File: config.mk
export PLATFORM = sky130hd
export DESIGN_NAME = note_scheduler
export DESIGN_NICKNAME = d
export VERILOG_FILES = /design/src/rtl/note_scheduler_pkg.sv /design/src/rtl/note_scheduler_lfsr13_step.sv /design/src/rtl/note_scheduler.sv
export SDC_FILE = /design/constraint.sdc
export NUM_CORES = 1
export LEC_CHECK = 0
export CORE_MARGIN = 2
export CORE_UTILIZATION = 50
export CTS_BUF_LIST = sky130_fd_sc_hd__clkbuf_8
export CTS_CLUSTER_DIAMETER = 200
export DETAILED_ROUTE_END_ITERATION = 10
export PLACE_DENSITY = 0.68
export SLEW_MARGIN = 30
export SYNTH_ARGS = -nofsm -noshare
export SYNTH_HDL_FRONTEND = slang
export SYNTH_HIERARCHICAL = 1
export SYNTH_SLANG_ARGS = --single-unit
File: constraint.sdc
create_clock -name clk -period 5.64 [get_ports clk]
set_input_delay 0.564 -clock clk [delete_from_list [all_inputs] [get_ports clk]]
set_output_delay 0.564 -clock clk [all_outputs]
set_load 0.02 [all_outputs]
File: src/rtl/note_scheduler_pkg.sv
// Shared definitions for the note scheduler: FSM encoding, LFSR geometry and lane width.
package note_scheduler_pkg;

  typedef enum logic [1:0] {
    StIdle,
    StRun,
    StDraw,
    StPush
  } state_e;

  localparam int unsigned LfsrWidth  = 13;
  localparam logic [LfsrWidth-1:0] LfsrSeed = 13'h1557;

  // Feedback taps of the left-shifting LFSR
  localparam int unsigned TapA = 12;
  localparam int unsigned TapB = 3;
  localparam int unsigned TapC = 2;
  localparam int unsigned TapD = 0;

  localparam int unsigned LaneWidth  = 4;
  localparam int unsigned DrawCycles = 13;

  // One LFSR step: shift left, feedback into bit 0
  function automatic logic [LfsrWidth-1:0] lfsr_next(logic [LfsrWidth-1:0] v);
    return {v[LfsrWidth-2:0], v[TapA] ^ v[TapB] ^ v[TapC] ^ v[TapD]};
  endfunction

endpackage

File: src/rtl/note_scheduler_lfsr13_step.sv
// 13-bit note LFSR; advances one step per cycle while step is high.
module lfsr13_step
  import note_scheduler_pkg::*;
(
  input  logic                 clk,
  input  logic                 rst,
  input  logic                 step,
  output logic [LfsrWidth-1:0] value
);

  // Seeded on reset, otherwise steps on request; never reaches all-zero from the seed
  always_ff @(posedge clk or posedge rst) begin
    if (rst) begin
      value <= LfsrSeed;
    end else if (step) begin
      value <= lfsr_next(value);
    end
  end

endmodule

File: src/rtl/note_scheduler.sv
// Beat-driven note scheduler: draws a random lane mask each beat and queues it for a consumer.
module note_scheduler
  import note_scheduler_pkg::*;
#(
  parameter int unsigned BEAT_TICKS = 50,
  parameter int unsigned DEPTH      = 4
) (
  input  logic                 clk,
  input  logic                 rst,
  input  logic                 start,
  input  logic                 pause,
  input  logic                 stop,
  input  logic                 note_ready,
  output logic [LaneWidth-1:0] note_data,
  output logic                 note_valid,
  output logic                 busy,
  output logic                 overflow,
  output logic                 beat_miss
);

  localparam int unsigned CntW = $clog2(BEAT_TICKS);
  localparam int unsigned PtrW = $clog2(DEPTH);
  localparam logic [CntW-1:0] CntMax    = CntW'(BEAT_TICKS - 1);
  localparam logic [PtrW:0]   CountFull = (PtrW + 1)'(DEPTH);
  localparam logic [3:0]      DrawLast  = 4'(DrawCycles - 1);

  state_e              state_q;
  logic [CntW-1:0]     beat_cnt_q;
  logic [3:0]          draw_cnt_q;
  logic                pending_q;
  logic                beat_miss_q;

  logic [LaneWidth-1:0] mem_q [DEPTH];
  logic [PtrW-1:0]      wr_ptr_q, rd_ptr_q;
  logic [PtrW:0]        count_q;
  logic                 overflow_q;

  logic                 tick, push, push_ok, pop, full, lfsr_step;
  logic [LfsrWidth-1:0] lfsr_value;
  // Only the top lane bits form a note; the rest just feed the shift chain
  logic [LfsrWidth-LaneWidth-1:0] lfsr_unused;

  assign lfsr_unused = lfsr_value[LfsrWidth-LaneWidth-1:0];

  assign tick      = (state_q != StIdle) && !pause && (beat_cnt_q == CntMax);
  assign lfsr_step = (state_q == StDraw) && !pause && !stop;
  assign push      = (state_q == StPush) && !pause && !stop;
  assign pop       = note_valid && note_ready && !stop;
  assign full      = (count_q == CountFull);
  // A full queue still accepts the push when the head leaves in the same cycle
  assign push_ok   = push && (!full || pop);

  lfsr13_step u_lfsr (
    .clk   (clk),
    .rst   (rst),
    .step  (lfsr_step),
    .value (lfsr_value)
  );

  // Scheduler FSM with beat counter, single-entry pending beat and sticky miss flag
  always_ff @(posedge clk or posedge rst) begin
    if (rst) begin
      state_q     <= StIdle;
      beat_cnt_q  <= '0;
      draw_cnt_q  <= '0;
      pending_q   <= 1'b0;
      beat_miss_q <= 1'b0;
    end else if (stop) begin
      state_q    <= StIdle;
      beat_cnt_q <= '0;
      draw_cnt_q <= '0;
      pending_q  <= 1'b0;
    end else if (!pause) begin
      if (state_q != StIdle) begin
        beat_cnt_q <= tick ? '0 : beat_cnt_q + 1'b1;
      end
      unique case (state_q)
        StIdle: begin
          if (start) begin
            state_q    <= StRun;
            beat_cnt_q <= '0;
          end
        end
        StRun: begin
          if (tick || pending_q) begin
            state_q    <= StDraw;
            draw_cnt_q <= '0;
            // A pending beat is consumed now; a coinciding tick becomes the new pending one
            pending_q  <= tick && pending_q;
          end
        end
        StDraw: begin
          draw_cnt_q <= draw_cnt_q + 1'b1;
          if (draw_cnt_q == DrawLast) begin
            state_q <= StPush;
          end
        end
        StPush: begin
          state_q <= StRun;
        end
        default: state_q <= StIdle;
      endcase
      // Beats landing mid-draw are deferred; only one can wait
      if (tick && (state_q != StRun)) begin
        if (pending_q) begin
          beat_miss_q <= 1'b1;
        end else begin
          pending_q <= 1'b1;
        end
      end
    end
  end

  // Queue pointers, occupancy and sticky overflow
  always_ff @(posedge clk or posedge rst) begin
    if (rst) begin
      wr_ptr_q   <= '0;
      rd_ptr_q   <= '0;
      count_q    <= '0;
      overflow_q <= 1'b0;
    end else if (stop) begin
      wr_ptr_q <= '0;
      rd_ptr_q <= '0;
      count_q  <= '0;
    end else begin
      if (push && !push_ok) begin
        overflow_q <= 1'b1;
      end
      if (push_ok) begin
        wr_ptr_q <= wr_ptr_q + 1'b1;
      end
      if (pop) begin
        rd_ptr_q <= rd_ptr_q + 1'b1;
      end
      if (push_ok && !pop) begin
        count_q <= count_q + 1'b1;
      end else if (!push_ok && pop) begin
        count_q <= count_q - 1'b1;
      end
    end
  end

  // Queue storage; contents are don't-care while unoccupied
  always_ff @(posedge clk) begin
    if (push_ok) begin
      mem_q[wr_ptr_q] <= lfsr_value[LfsrWidth-1 -: LaneWidth];
    end
  end

  assign note_valid = (count_q != '0);
  assign note_data  = note_valid ? mem_q[rd_ptr_q] : '0;
  assign busy       = (state_q != StIdle);
  assign overflow   = overflow_q;
  assign beat_miss  = beat_miss_q;

endmodule

; ---- After elaboration in Yosys (flattened, before gate mapping)
; Memory sizes are Yosys's and may differ from the RTL's.
; Index checks and enable logic that the tools add are counted.
[totals]
ff_bits = 35
ram_bits = 16
in_bits = 6
output_inout_bits = 8
n_memories = 1
[memory_table]
columns = name, words, word_bits, rd, rd_ports_with_merged_regs, wr, line_no
row1 = mem_q, 4, 4, 1, 0, 1, note_scheduler.sv:33  ; logic [LaneWidth-1:0] mem_q [DEPTH];
[classes]
addsub = 6
eq_ne = 11
mux = 32
bitwise_logic = 5
n_reduce_logical = 32
[op_table]
columns = operator, n
row1 = $mux 6, 6
row2 = $mux 2, 9
row3 = $mux 4, 4
row4 = $logic_and 1x1->1, 14
row5 = $mux 3, 3
row6 = $reduce_bool 3->1, 3
row7 = $mux 1, 8
row8 = $pmux 2 s4, 1
row9 = $pmux 4 s2, 1
row10 = $reduce_and 4->1, 2
row11 = $add 6x1->6 const B, 1
row12 = $eq 6x6->1 const B, 1
row13 = $ne 3x3->1 const B, 2
row14 = $reduce_bool 2->1, 3
row15 = $logic_not 1->1, 5
row16 = $add 2x1->2 const B, 2
row17 = $add 4x1->4 const B, 1
row18 = $eq 2x2->1 const B, 2
row19 = $eq 4x4->1 const B, 1
row20 = $ne 2x1->1 const B, 2
row21 = $add 3x1->3 const B, 1
row22 = $eq 3x3->1 const B, 1
row23 = $ne 3x2->1 const B, 1
row24 = $reduce_and 3->1, 1
row25 = other kinds (7), 11

; ---- Depth between registers and ports, before layout
[logic_depth]
ltp_word = 10
mapped_depth = 9
mapped_depth_nobuf = 8

; ---- Modules after synthesis
; The synthesis kept the hierarchy.
[modules_own_cells]
columns = module, instances, cells_per_inst, area_each_um2, seq_area_each_um2
row1 = note_scheduler, 1, 191, 2135.8, 1031.0
row2 = lfsr13_step, 1, 33, 519.2, 335.3

; ---- Worst setup path after synthesis
; OpenSTA, ideal clock, no wires.
[synth_timing]
path_type = input to register
startpoint = input stop
endpoint = register count_q[1]
setup_ns = 0.066
t_arrival_ns = 2.440
required_time_ns = 5.574
path_slack_ns = 3.134
stages = 9
n_path_buf = 2
path_cell_list = buf_6 or3b_1 buf_6 a31oi_4 and2_1 fa_1 nor3_1 a311o_1 o311a_1
[synth_between]
elab_chain_cells = 7
elab_cells_between_ends = 12
[synth_lines]
columns = element, line_no
row1 = "start, declared", note_scheduler.sv:12  ; input logic stop,
row2 = $logic_not 1->1, "note_scheduler.sv:47, note_scheduler.sv:48"
row3 = $logic_and 1x1->1, note_scheduler.sv:48  ; assign pop = note_valid && note_ready && !stop;
row4 = $logic_or 1x1->1, note_scheduler.sv:51  ; assign push_ok = push && (!full || pop);
row5 = $logic_and 1x1->1, note_scheduler.sv:51
row6 = $logic_and 1x1->1 / $logic_not 1->1 (equally long branches), "note_scheduler.sv:135, note_scheduler.sv:137"
row7 = $mux 3 / $logic_and 1x1->1 (equally long branches), "note_scheduler.sv:135, note_scheduler.sv:137"
row8 = $mux 3 / $reduce_bool 3->1 (equally long branches), --
row9 = "end signal, assigned", note_scheduler.sv:136  ; count_q <= count_q + 1'b1;
row10 = "end signal, assigned", note_scheduler.sv:138  ; count_q <= count_q - 1'b1;
row11 = "end, declared", note_scheduler.sv:35  ; logic [PtrW:0] count_q;
; Parallel ways exist; a longest one is shown, timed or not.
; A chain may end at the register's enable or synchronous reset.

; ---- Final worst setup path
[layout_timing]
startpoint = input pause
endpoint = register count_q[1]
[layout_between]
elab_chain_cells = 7
elab_cells_between_ends = 10
[layout_lines]
columns = element, line_no
row1 = "start, declared", note_scheduler.sv:11  ; input logic pause,
row2 = $logic_not 1->1 (*), --
row3 = $logic_and 1x1->1 (*) (2 in a row), note_scheduler.sv:47  ; assign push = (state_q == StPush) && !pause && !stop;
row4 = $logic_and 1x1->1 (*), note_scheduler.sv:51
row5 = $logic_and 1x1->1 / $logic_not 1->1 (equally long branches), "note_scheduler.sv:135, note_scheduler.sv:137"
row6 = $mux 3 / $logic_and 1x1->1 (equally long branches), "note_scheduler.sv:135, note_scheduler.sv:137"
row7 = $mux 3 / $reduce_bool 3->1 (equally long branches), --
; Mark *: on every way between the ends. The rest lies on a longest branch, timed or not.

==> results_dict.tcl <==
set metrics [dict create \
    antenna_found_initial 0 \
    path_max_fanout 11 \
    clock_sinks 51 \
    htreeDepth 2 \
    grt_pass1_vias 1622 \
    fmax_mhz 343 \
    wl_per_cell_um 14.0 \
    tns_ns 0 \
    ant_nets 0 \
    io_pins 14 \
    diodes 0 \
    avgSynthCellArea_um2 11.9 \
    hold_violations 0 \
    core-area_um2 5110 \
    grt_pass1_wl_mm 7.58 \
    io_buffers 13 \
    cts_resized 0 \
    ir_worst_vdd_uv 117 \
    clockBufferDepth 2 \
    die_w_um 76.9 \
    ys_warn_count 6 \
    min_to "beat_miss" \
    status "finished, final reports clean" \
    synth_seq_cells 51 \
    crit_required_ns 5.89 \
    fin_crit_ns 2.92 \
    worstHoldStart "beat_miss" \
    worstPathArrival_ns 3.17 \
    yosys.area_share.simple_pct 13.6 \
    die_y_um 76.9 \
    final.period_utilization_pct 51.7 \
    synth_nets 243 \
    slew_violations 0 \
    area_delta_synth_final_pct 9.52 \
    clk_pin_slew_ns 0.10 \
    synth.area.top_cells "dfrtp_1 (25%), edfxtp_1 (18%), dfstp_2 (7.9%)" \
    viasPerCell 5.59 \
    setup_viol 0 \
    cts.hold.buffers_added 0 \
    tightest_slew_ns 0.849 \
    route.vias.total 1704 \
    synth_edf_count 16 \
    grt_max_degree 27 \
    ff2ff_path_depth 8 \
    place_area_um2 2810 \
    p_per_area_nw_per_um2 289 \
    regToRegSetupSlack_ns 3.06 \
    holdPathStages 1 \
    ys_async_sr_fraction_pct 68.6 \
    cts_root_buf "clkbuf_8" \
    drt_iter0_drc 62 \
    track_usage_pct 16.0 \
    holdWs_ns 0.482 \
    rsz0062_at_grt "false" \
    dieArea_um2 5910 \
    synth_compound_area_share_pct 12.0 \
    layout_commonest_cell "dfrtp_1" \
    drcViolationCount 0 \
    skew_ns 0.00567 \
    synth_top_area_share_pct 25.4 \
    drv_cap 0 \
    synth_fa_ha_area_share_pct 6.41 \
    holdCritPathClass "flop to flop" \
    synth_xor_xnor_area_share_pct 2.31 \
    syn_area_um2 2660 \
    overflow 0 \
    cellLeakagePower_nw 1.18 \
    r2r-start "state_q[1]" \
    dp_hpwl_mm 3.02 \
    final_cell_area_um2 2910 \
    setup_slack_ns 2.72 \
    finalWirelength_mm 4.28 \
    cts_tree "yes" \
    rows 26 \
    reg2reg_to "count_q[1]" \
    worstSkewPairLatency_ns 0.31 \
    layout-drive-gt1-share_pct 16.6 \
    post-cts-setup-buffers 0 \
    synth_ff_type "dfrtp_1" \
    final_cell_mix "dfrtp_1 (27), inv_1 (17), edfxtp_1 (16)" \
    synth_top_family_by_area "simple AND/OR/NAND/NOR gates" \
    end_kind "flop" \
    ys_seq_area_share_pct 51.5 \
    worstSetupStartpointType "input port" \
    dr.pass1.iters 5 \
    synth.distinct_cells 54 \
    synthCells 224 \
    start_util_pct 52.0 \
    fin_nets 253 \
    yosysTopAreaCell "dfrtp_1" \
    crit_type "input port to flop" \
    relSlewSlack_pct 43.3 \
    gp_congestion 0.827 \
    muxShareOfSynthArea_pct 9.19 \
    cts_buffers 5 \
    dp_slack_ns 2.41 \
]
[routing by layer]
metal	wire [um]	track usage, %	part of all wire, %
met5	0	0	0
met4	48	5.45	1.1
met3	92	3.18	2.1
met2	2130	26.8	50
met1	2010	20.8	47
[where the power goes]
part / switching [W] / internal, W
registers: 0.0000271 / 0.000423
clock network: 0.000132 / 0.0000921
logic: 0.0000857 / 0.0000808
[worst max-delay path, cell delays in order]
cell	delay [ns]
clkdlybuf4s50_1	0.59
or3b_1	0.59
a31oi_4	0.29
and2_1	0.19
fa_1	0.45
nor3_1	0.20
a311o_1	0.15
o311a_1	0.15
[state kept, by name, summed over array words and instances (netlist names)]
signal	cells
state_q	2
count_q	3
beat_cnt_q	6
wr_ptr_q	2
draw_cnt_q	4
u_lfsr/value	13
beat_miss	1
pending_q	1
mem_q	16
rd_ptr_q	2
overflow	1
[metrics by stage]
| step | cells | util, % | total power, W |
|---|---|---|---|
| CTS | 305 | 56.9 | 0.000850 |
| global route | 305 | 56.9 | 0.000893 |
| global placement | 297 | 55.0 | 0.000620 |
| floorplan | 224 | - | 0.000583 |
| finish | 305 | 56.9 | 0.000840 |
| detailed placement | 297 | 55.0 | 0.000626 |
[cell usage after synthesis (4+ instances only)]
cell type and number:
o21ai_0 7, nand2_1 11, xor2_1 4, nor2_1 13
inv_1 17, nand3_1 9, dfstp_2 8, dfrtp_1 27
clkbuf_1 5, ha_1 12, a31oi_1 6, mux2_2 11
edfxtp_1 16, and2_1 11, mux4_2 4, a21oi_1 6
[worst max-delay path by stage]
stage	from	end	slack, ns	depth (start not counted)
detailed placement	pause	count_q[1]	2.41	8
global placement	stop	count_q[1]	2.48	9
CTS	pause	count_q[1]	2.74	8
finish	pause	count_q[1]	2.72	8
global route	pause	count_q[1]	2.56	8
floorplan	stop	count_q[1]	3.13	9
[cell families after synthesis]
family,Yosys count
AOI/OAI and AO/OA,41
xor gates and xnor gates,7
adders and majority gates,13
buffers and inverters,28
DFF,51
muxes,18
and+or+nand+nor,66
[final cells by class]
type                       count  area, um2
tap                           70       87.6
multi-input combinational    145       1160
clock buffer                   5       68.8
inverter                      17       63.8
clock inverter                 3       27.5
timing repair buffer          14        138
fill                         452       2200
sequential                    51       1370
Note: power is estimated with default switching activity, not from simulation.
